$ cat src/rtl/uart_pkg.sv
// Shared definitions for the UART receiver: FSM states, baud divisor and
// majority-sample positions within one oversampled bit.
package uart_pkg;

  typedef enum logic [2:0] {
    ST_IDLE,
    ST_START,
    ST_DATA,
    ST_PARITY,
    ST_STOP
  } rx_state_t;

  // Offsets around the bit centre (OVERSAMPLE/2) used for the 2-of-3 vote.
  localparam int MAJ_OFS_LO  = -1;
  localparam int MAJ_OFS_MID = 0;
  localparam int MAJ_OFS_HI  = 1;

  // Rounded clk cycles per oversample tick.
  function automatic int calc_div(input longint clk_hz, input longint baud, input int os);
    longint den;
    den = baud * longint'(os);
    return int'((clk_hz + den / 2) / den);
  endfunction

  function automatic int sample_index(input int os, input int ofs);
    return os / 2 + ofs;
  endfunction

endpackage

$ cat src/rtl/uart_rx_fifo.sv
// Small synchronous receive FIFO; a push while full (and not popping) is dropped
// and reported as a one-cycle overrun pulse.
module uart_rx_fifo #(
  parameter int WIDTH = 8,
  parameter int DEPTH = 4
) (
  input  logic             clk,
  input  logic             reset,
  input  logic             push,
  input  logic [WIDTH-1:0] push_data,
  input  logic             pop,
  output logic [WIDTH-1:0] head,
  output logic             empty,
  output logic             full,
  output logic             overrun
);

  localparam int AW = $clog2(DEPTH);

  logic [AW:0]      wptr;
  logic [AW:0]      rptr;
  logic [WIDTH-1:0] mem [DEPTH];
  logic             do_pop;
  logic             do_push;

  // The extra pointer MSB distinguishes full from empty when the indices match.
  assign empty   = (wptr == rptr);
  assign full    = (wptr[AW] != rptr[AW]) && (wptr[AW-1:0] == rptr[AW-1:0]);
  assign do_pop  = pop && !empty;
  assign do_push = push && (!full || do_pop);
  assign head    = mem[rptr[AW-1:0]];

  always_ff @(posedge clk) begin
    if (reset) begin
      wptr    <= '0;
      rptr    <= '0;
      overrun <= 1'b0;
      for (int i = 0; i < DEPTH; i++) mem[i] <= '0;
    end else begin
      overrun <= push && !do_push;
      if (do_push) begin
        mem[wptr[AW-1:0]] <= push_data;
        wptr              <= wptr + 1'b1;
      end
      if (do_pop) rptr <= rptr + 1'b1;
    end
  end

endmodule

$ cat src/rtl/uart_rx_core.sv
// Single-clock oversampling UART receiver feeding a valid/ready FIFO.
// Optional parity checking is enabled by defining UART_RX_PARITY_EN.
module uart_rx_core
  import uart_pkg::*;
#(
  parameter int CLK_HZ     = 100000000,
  parameter int BAUD       = 115200,
  parameter int OVERSAMPLE = 16,
  parameter int DATA_BITS  = 8,
  parameter int STOP_BITS  = 1,
  parameter int FIFO_DEPTH = 4,
  parameter int PARITY_ODD = 0
) (
  input  logic                 clk,
  input  logic                 reset,
  input  logic                 rx,
  output logic [DATA_BITS-1:0] rx_data,
  output logic                 rx_valid,
  input  logic                 rx_ready,
  output logic                 frame_err,
  output logic                 parity_err,
  output logic                 overrun,
  output logic                 busy
);

  localparam int DIV   = calc_div(CLK_HZ, BAUD, OVERSAMPLE);
  localparam int DIV_W = (DIV > 1) ? $clog2(DIV) : 1;
  localparam int S_W   = $clog2(OVERSAMPLE);
  localparam int BC_W  = $clog2(DATA_BITS + 1);
  localparam logic [S_W-1:0] S_LO  = S_W'(sample_index(OVERSAMPLE, MAJ_OFS_LO));
  localparam logic [S_W-1:0] S_MID = S_W'(sample_index(OVERSAMPLE, MAJ_OFS_MID));
  localparam logic [S_W-1:0] S_HI  = S_W'(sample_index(OVERSAMPLE, MAJ_OFS_HI));
  localparam logic [S_W-1:0] S_END = S_W'(OVERSAMPLE - 1);

  rx_state_t            state, next_state;
  logic                 rx_meta, rs, rs_d;
  logic [DIV_W-1:0]     tick_cnt;
  logic                 tick;
  logic [S_W-1:0]       s;
  logic [1:0]           samp;
  logic                 bit_val;
  logic                 decide, wrap, start_edge;
  logic [BC_W-1:0]      bit_cnt;
  logic                 stop_cnt;
  logic [DATA_BITS-1:0] shreg;
  logic                 push, frame_set, parity_set;
  logic                 fifo_empty, fifo_full;
`ifdef UART_RX_PARITY_EN
  logic                 parity_bad;
`endif

  assign tick       = (tick_cnt == DIV_W'(DIV - 1));
  assign decide     = tick && (s == S_HI);
  assign wrap       = tick && (s == S_END);
  assign start_edge = (state == ST_IDLE) && rs_d && !rs;
  assign bit_val    = (samp[0] & samp[1]) | (samp[0] & rs) | (samp[1] & rs);
  assign busy       = (state != ST_IDLE);
  assign rx_valid   = !fifo_empty;

  // Next-state logic; a word is committed at the last stop bit's centre so the
  // FSM is back in IDLE in time to catch a back-to-back start edge.
  always_comb begin
    next_state = state;
    push       = 1'b0;
    frame_set  = 1'b0;
    parity_set = 1'b0;
    case (state)
      ST_IDLE:  if (start_edge) next_state = ST_START;
      ST_START: begin
        if (decide && bit_val) next_state = ST_IDLE;
        else if (wrap)         next_state = ST_DATA;
      end
      ST_DATA: begin
        if (wrap && (bit_cnt == BC_W'(DATA_BITS))) begin
`ifdef UART_RX_PARITY_EN
          next_state = ST_PARITY;
`else
          next_state = ST_STOP;
`endif
        end
      end
`ifdef UART_RX_PARITY_EN
      ST_PARITY: if (wrap) next_state = ST_STOP;
`endif
      ST_STOP: begin
        if (decide) begin
          if (!bit_val) begin
            frame_set  = 1'b1;
            next_state = ST_IDLE;
          end else if (stop_cnt == 1'(STOP_BITS - 1)) begin
            next_state = ST_IDLE;
`ifdef UART_RX_PARITY_EN
            if (parity_bad) parity_set = 1'b1;
            else            push       = 1'b1;
`else
            push = 1'b1;
`endif
          end
        end
      end
      default: next_state = ST_IDLE;
    endcase
  end

  // Synchroniser, tick/sample counters, shift register and error pulses.
  always_ff @(posedge clk) begin
    if (reset) begin
      rx_meta    <= 1'b1;
      rs         <= 1'b1;
      rs_d       <= 1'b1;
      state      <= ST_IDLE;
      tick_cnt   <= '0;
      s          <= '0;
      samp       <= '0;
      bit_cnt    <= '0;
      stop_cnt   <= 1'b0;
      shreg      <= '0;
      frame_err  <= 1'b0;
      parity_err <= 1'b0;
`ifdef UART_RX_PARITY_EN
      parity_bad <= 1'b0;
`endif
    end else begin
      rx_meta    <= rx;
      rs         <= rx_meta;
      rs_d       <= rs;
      state      <= next_state;
      frame_err  <= frame_set;
      parity_err <= parity_set;

      if (start_edge || tick) tick_cnt <= '0;
      else                    tick_cnt <= tick_cnt + DIV_W'(1);

      if (start_edge) s <= '0;
      else if (tick)  s <= (s == S_END) ? '0 : s + S_W'(1);

      if (tick && (s == S_LO))  samp[0] <= rs;
      if (tick && (s == S_MID)) samp[1] <= rs;

      if (start_edge) begin
        bit_cnt  <= '0;
        stop_cnt <= 1'b0;
      end
      if ((state == ST_DATA) && decide) begin
        shreg   <= {bit_val, shreg[DATA_BITS-1:1]};
        bit_cnt <= bit_cnt + BC_W'(1);
      end
      if ((state == ST_STOP) && decide) stop_cnt <= stop_cnt + 1'b1;
`ifdef UART_RX_PARITY_EN
      if ((state == ST_PARITY) && decide)
        parity_bad <= bit_val ^ (^shreg) ^ PARITY_ODD[0];
`endif
    end
  end

  uart_rx_fifo #(
    .WIDTH (DATA_BITS),
    .DEPTH (FIFO_DEPTH)
  ) u_fifo (
    .clk       (clk),
    .reset     (reset),
    .push      (push),
    .push_data (shreg),
    .pop       (rx_valid && rx_ready),
    .head      (rx_data),
    .empty     (fifo_empty),
    .full      (fifo_full),
    .overrun   (overrun)
  );

endmodule

$ cat config.mk
export PLATFORM = sky130hd
export DESIGN_NAME = uart_rx_core
export DESIGN_NICKNAME = d
export VERILOG_FILES = /design/src/rtl/uart_pkg.sv /design/src/rtl/uart_rx_fifo.sv /design/src/rtl/uart_rx_core.sv
export SDC_FILE = /design/constraint.sdc
export NUM_CORES = 1
export LEC_CHECK = 0
export ABC_AREA = 1
export CAP_MARGIN = 20
export CORE_ASPECT_RATIO = 0.7
export CORE_MARGIN = 4
export CORE_UTILIZATION = 42
export CTS_BUF_LIST = sky130_fd_sc_hd__clkbuf_16
export CTS_CLUSTER_SIZE = 12
export DETAILED_ROUTE_END_ITERATION = 10
export HOLD_SLACK_MARGIN = 0.12
export PLACE_DENSITY_LB_ADDON = 0.05
export SYNTH_ARGS = -nofsm -noshare
export SYNTH_HDL_FRONTEND = slang
export SYNTH_SLANG_ARGS = --single-unit
$ cat constraint.sdc
create_clock -name clk -period 3.1 [get_ports clk]
set_clock_uncertainty 0.15 [all_clocks]
set_input_delay 0.31 -clock clk [delete_from_list [all_inputs] [get_ports clk]]
set_output_delay 0.31 -clock clk [all_outputs]
set_load 0.02 [all_outputs]
==> Word level (Yosys, flattened, before mapping) <==
Memory sizes are Yosys's and may differ from the RTL's. A register that Yosys moved wholly into a read port is not among the register bits.
Index checks and enable logic that the tools add are counted.
{ "word_totals": {"regBits": 39, "ramBits": 32, "input_bits": 4, "output_inout_bits": 13, "word_cells": 104, "n_memories": 1} }
{ "classes": {"add_sub_neg": 6, "n_eq_ne": 17, "mux": 28, "bitwise_logic": 7, "n_reduce_logical": 30} }
{ "memory_table": {"columns": ["memory", "words", "width", "rd", "rd_clocked_by_memory_dff", "wr", "line_no", "source"], "rows": [
  ["u_fifo.mem", 4, 8, 1, 1, 4, "uart_rx_fifo.sv:22", "logic [WIDTH-1:0] mem [DEPTH];"]
]} }
{ "ops": {"columns": ["cell", "n"], "rows": [
  ["3-bit 2-to-1 mux", 7],
  ["4-bit equality test (second input constant)", 4],
  ["1-bit logical AND", 15],
  ["1-bit 2-to-1 mux", 13],
  ["4-bit 2-to-1 mux", 3],
  ["3-bit case mux with 4 select lines", 1],
  ["4-bit by 1-bit adder with 4-bit output (second input constant)", 2],
  ["8-bit 2-to-1 mux", 1],
  ["8-bit OR reduction", 1],
  ["3-bit by 1-bit adder with 3-bit output (second input constant)", 2],
  ["6-bit by 1-bit adder with 6-bit output (second input constant)", 1],
  ["6-bit equality test (second input constant)", 1],
  ["2-bit 2-to-1 mux", 3],
  ["2-bit != test (second input constant)", 3],
  ["3-bit != test (second input constant)", 2],
  ["5-bit AND reduction", 1],
  ["4-bit by 3-bit equality test with 1-bit output (second input constant)", 1],
  ["1-bit zero test", 4],
  ["2-bit nonzero test", 2],
  ["2-bit OR reduction", 2],
  ["1-bit AND", 3],
  ["3-bit by 1-bit equality test with 1-bit output (second input constant)", 1],
  ["3-bit by 2-bit equality test with 1-bit output (second input constant)", 1],
  ["3-bit equality test", 1],
  ["other kinds (10)", 13]
]} }

==> Logic depth before layout (Yosys ltp) <==
{ "logic_depth": {"word_depth": 12, "mapped_depth": 12, "ltp_nobuf": 11} }

==> Hierarchy <==
Synthesis repeated with hierarchy kept, for this count alone.
{ "hier_totals": {"hier_cells": 377, "area_unflattened_um2": 3335.7} }
{ "by_module_without_submodules": {"columns": ["mod", "instances", "cells_each", "area_each_um2", "seq_area_each_um2"], "rows": [
  ["uart_rx_fifo", 1, 184, 1826.8, 1141.1],
  ["uart_rx_core", 1, 193, 1508.9, 640.6]
]} }

==> Least setup slack after synthesis <==
OpenSTA, ideal clock, no wires.
{ "synth_path": {"path_type": "reg2reg", "from": "reg s[1]", "to": "mem u_fifo.mem[3][0] (enable)", "setup_time_ps": 387, "arrival_ps": 1726, "t_required_ps": 2563, "slack_ps": 837, "path_stages_with_launch": 9, "path_buffers": 0, "synth_period_minus_slack_ps": 2263, "path_cell_list": "dfxtp_1 inv_1 ha_1 inv_1 nor2_4 nand2_1 nor2_1 nand3_1 o31ai_1"} }
{ "synth_rtl": {"columns": ["element", "line_no", "source"], "rows": [
  ["start: declaration", "uart_rx_core.sv:39", "logic [S_W-1:0] s;"],
  ["start signal: assignment", "uart_rx_core.sv:135", "else if (tick) s <= (s == S_END) ? '0 : s + S_W'(1);"],
  ["end: declaration", "uart_rx_fifo.sv:22", null]
]} }

==> out/qor_table.md <==
| Group | Item | Reported |
|---|---|---|
| die | Core area | 0.007417 mm2 |
| clock network | Clock transition time at the flip-flop clock pins of the worst setup and hold paths | 0.05 ns |
| detailed routing | Total DRC errors in the routed layout | 0 |
| logic synthesis | Cell types occupying the most area after synthesis | sky130_fd_sc_hd__edfxtp_1, sky130_fd_sc_hd__dfxtp_1, sky130_fd_sc_hd__nor2_1 |
| setup path | Launch instance of the worst register-to-register path | s[1] |
| sta | Hold violation count in the final report | 0 |
| logic synthesis | Mean Syn Cell Area | 8.993 um2 |
| logic synthesis | Share of synthesized flip-flops with an asynchronous set or reset | 0% |
| logic synthesis | Library cells used by synthesis | 32 |
| global routing | Number of global-route vias before repair | 2242 |
| min path | Worst hold path type | reg2reg |
| detailed routing | Met1 wire length | 3742 um |
| clock network | Post-CTS Resized | 0 |
| cells and area | Leading cell type in the layout, fill and taps excluded | sky130_fd_sc_hd__nor2_1 |
| setup path | Required time at the worst-slack endpoint | 2.64 ns |
| placement | Final HPWL DP | 5027 um |
| sta | Number of setup violations in the final report | 0 |
| placement | Post-placement setup slack | 0.7201 ns |
| cells and area | Post-synthesis to final-layout area growth | 17.56% |
| power | Pwr Density | 643.5 mW/mm2 |
| sta | Period utilization | 88.47% |
| clock network | Clock latency on the worst-skew pair | 0.33 ns |
| die | Die Span Y | 81.66 um |
| clock network | Post-CTS Hold Buffers | 0 |
| placement | IO Port Bufs | 15 |
| sta | Final WS setup | 0.3575 ns |
| setup path | Critical Path Fanout Max | 17 |
| detailed routing | DR vias/cell | 5.004 |
| cells and area | Share of post-route cells with drive strength above 1 | 10.03% |
| die | Die Outline Area | 0.009246 mm2 |
| cells and area | Most frequent cells in the layout | sky130_fd_sc_hd__nor2_1, sky130_fd_sc_hd__nand2_1, sky130_fd_sc_hd__dfxtp_1, sky130_fd_sc_hd__inv_1, sky130_fd_sc_hd__edfxtp_1 |
| setup path | WP data arrival | 2.28 ns |
| detailed routing | Drt wl/cell | 14.40 um |
| die | Initial cell density of the core | 43.89% |
| power | VDD IR-drop max | 0.0004654 V |
| clock network | Clock Tree Buf Depth | 2 |
| clock network | Clock tree from TritonCTS | done |
| logic synthesis | Synthesis warning total | 0 |
| outcome | Status | finished, final reports clean |
| logic synthesis | Register bit count reported by yosys | 73 |
| detailed routing | Drt initial violations | 231 |
| clock network | Number of clock sinks | 73 |
| detailed routing | Max Used Layer | met4 |
| detailed routing | DRT Pass-1 Iters | 5 |
| sta | RSZ-0062 raised after global routing | no |
| setup path | Master of the slowest instance on the critical path | sky130_fd_sc_hd__dfxtp_1 |
| global routing | Wire length of the first global-routing pass | 11720 um |
| setup path | Critical path class | reg2out |
| detailed routing | Vias post-DR | 2437 |
| logic synthesis | Syn Nets | 375 |
| run | Maximum Capacitance Violations | 0 |
| placement | Placer Congestion | 0.8199 |
| clock network | Post-CTS setup repair buffer count | 0 |
| logic synthesis | Mapped cell area | 0.003256 mm2 |
| logic synthesis | Sequential share of the synthesized area | 54.73% |
| logic synthesis | Cell count after synthesis | 362 |
| detailed routing | Met3 routed wirelength | 530 um |
| logic synthesis | Flip-flop cell with the highest count after synthesis | sky130_fd_sc_hd__dfxtp_1 |
| global routing | Combined global-route utilization of all metal layers | 16.77% |
| min path | Source of the worst hold timing path | rx_meta |
| clock network | H-tree depth | 3 |
| setup path | Critical path, cell by cell | inv_1 > o21ai_0 > o22ai_1 > clkdlybuf4s50_1 |
| logic synthesis | Top-area cell type share of the netlist area | 29.52% |
| clock network | Clock buffers created by TritonCTS | 9 |
| sta | Fin crit period | 2.742 ns |
| setup path | Delay contributed by the slowest stage of the critical path | 0.62 ns |
| setup path | Sort of element at the end of the critical path | primary output |
| global routing | Antenna violations before repair | 0 |
| logic synthesis | Cell taking the most area after synthesis | sky130_fd_sc_hd__edfxtp_1 |
| power | Static Leakage | 1.368 nW |
| setup path | Worst setup slack for register-to-register paths | 0.84 ns |
| sta | Max-slew violation count | 0 |
| setup path | Kind of start point of the critical path | flip-flop |
| cells and area | Fin nets | 397 |
| detailed routing | Post-route ant nets | 0 |
| global routing | Total global routing overflow | 0 |
| die | IO Count | 17 |
| global routing | Maximum number of pins on one net before global-route repair | 21 |
| die | DIE WIDTH | 113.2 um |
| logic synthesis | Post-synth EDFFs | 32 |
| die | Row cnt | 26 |
| sta | Sum of negative setup slack | 0 ns |
| sta | Achievable frequency | 364.6 MHz |
| detailed routing | Routed met2 length | 2670 um |
| clock network | Root Buffer | sky130_fd_sc_hd__clkbuf_16 |
| detailed routing | Sum of routed wire length over all layers | 7014 um |
| cells and area | ANT cells | 0 |
where the power goes:
group / switching, mW / total, mW / leakage [nW] / internal [mW]
Sequential: 0.0330 / 1.08 / 0.636 / 1.04
Combinational: 0.180 / 0.299 / 0.576 / 0.119
Clock: 0.389 / 1.09 / 0.156 / 0.697
Total: 0.603 / 2.46 / 1.37 / 1.86
cell families after synthesis:
family	after synthesis	share of synthesized area (%)
other cells	1	0.1152
compound gates	66	10.68
xor+xnor	7	1.883
buf+inv	49	6.149
flops	73	54.73
fa+ha+maj	9	3.459
simple gates	157	22.98
path summary, 6_finish.rpt:
check / endpoint / cells after the start
max reg2reg: u_fifo.mem[1][0] / 10
max: rx_data[5] / 4
min: rs / 1
min reg2reg: rs / 1
per-layer routing:
metal,global-route usage (%),vias up
met5,0,-
met4,4.682,0
met3,5.891,7
met2,21.63,66
met1,25.80,1114
li1,-,1250
sequential cells by signal, summed over array words and instances (netlist names), named ones only:
signal and flops:
u_fifo.mem 32, rs_d 1, shreg 8, u_fifo.rptr 3, tick_cnt 6, frame_err 1, stop_cnt 1, s 4
rx_meta 1, state 3, samp 2, u_fifo.overrun 1, u_fifo.wptr 3, bit_cnt 4, rs 1
stage by stage:
step / instance area, um2 / utilization (%) / hold slack [ns] / cells / power, mW
CTS: 3827 / 51.60 / 0.2639 / 487 / 2.481
global route: 3827 / 51.60 / 0.2964 / 487 / 2.576
finish: 3827 / 51.60 / 0.2598 / 487 / 2.463
detailed placement: 3516 / 47.40 / 0.2474 / 471 / 1.396
floorplan: 3256 / - / 0.2395 / 362 / 1.281
global placement: 3516 / 47.40 / 0.2468 / 471 / 1.397
critical path: cells and delay by family, from the launching register on:
kind            cells  cell delay, ns
compound gates      2            0.41
flops               1            0.62
buf+inv             2            0.92
area by class of cell:
type | instances | area, um2
fill | 717 | 3590
sequential | 73 | 1782
multi-input combinational | 240 | 1274
clock buffer | 9 | 225.2
timing repair buffer | 20 | 187.7
inverter | 40 | 150.1
tap | 98 | 122.6
clock inverter | 7 | 86.33
cells in the mapped netlist, types with 2 or more instances:
cell / count
sky130_fd_sc_hd__ha_1: 9
sky130_fd_sc_hd__o21ai_0: 29
sky130_fd_sc_hd__clkbuf_1: 5
sky130_fd_sc_hd__o22ai_1: 8
sky130_fd_sc_hd__edfxtp_1: 32
sky130_fd_sc_hd__nand3_4: 4
sky130_fd_sc_hd__a21oi_1: 25
sky130_fd_sc_hd__inv_1: 34
sky130_fd_sc_hd__nand3_1: 15
sky130_fd_sc_hd__buf_4: 2
sky130_fd_sc_hd__nor3_1: 8
sky130_fd_sc_hd__nor2_4: 3
sky130_fd_sc_hd__xnor2_1: 3
sky130_fd_sc_hd__nor2_1: 71
sky130_fd_sc_hd__or2_2: 2
sky130_fd_sc_hd__a211oi_1: 2
sky130_fd_sc_hd__xor2_1: 4
sky130_fd_sc_hd__nand4_1: 4
sky130_fd_sc_hd__dfxtp_1: 41
sky130_fd_sc_hd__nand2_1: 43
sky130_fd_sc_hd__nor3b_1: 2
sky130_fd_sc_hd__inv_2: 6
(Power assumes the default switching activity.)
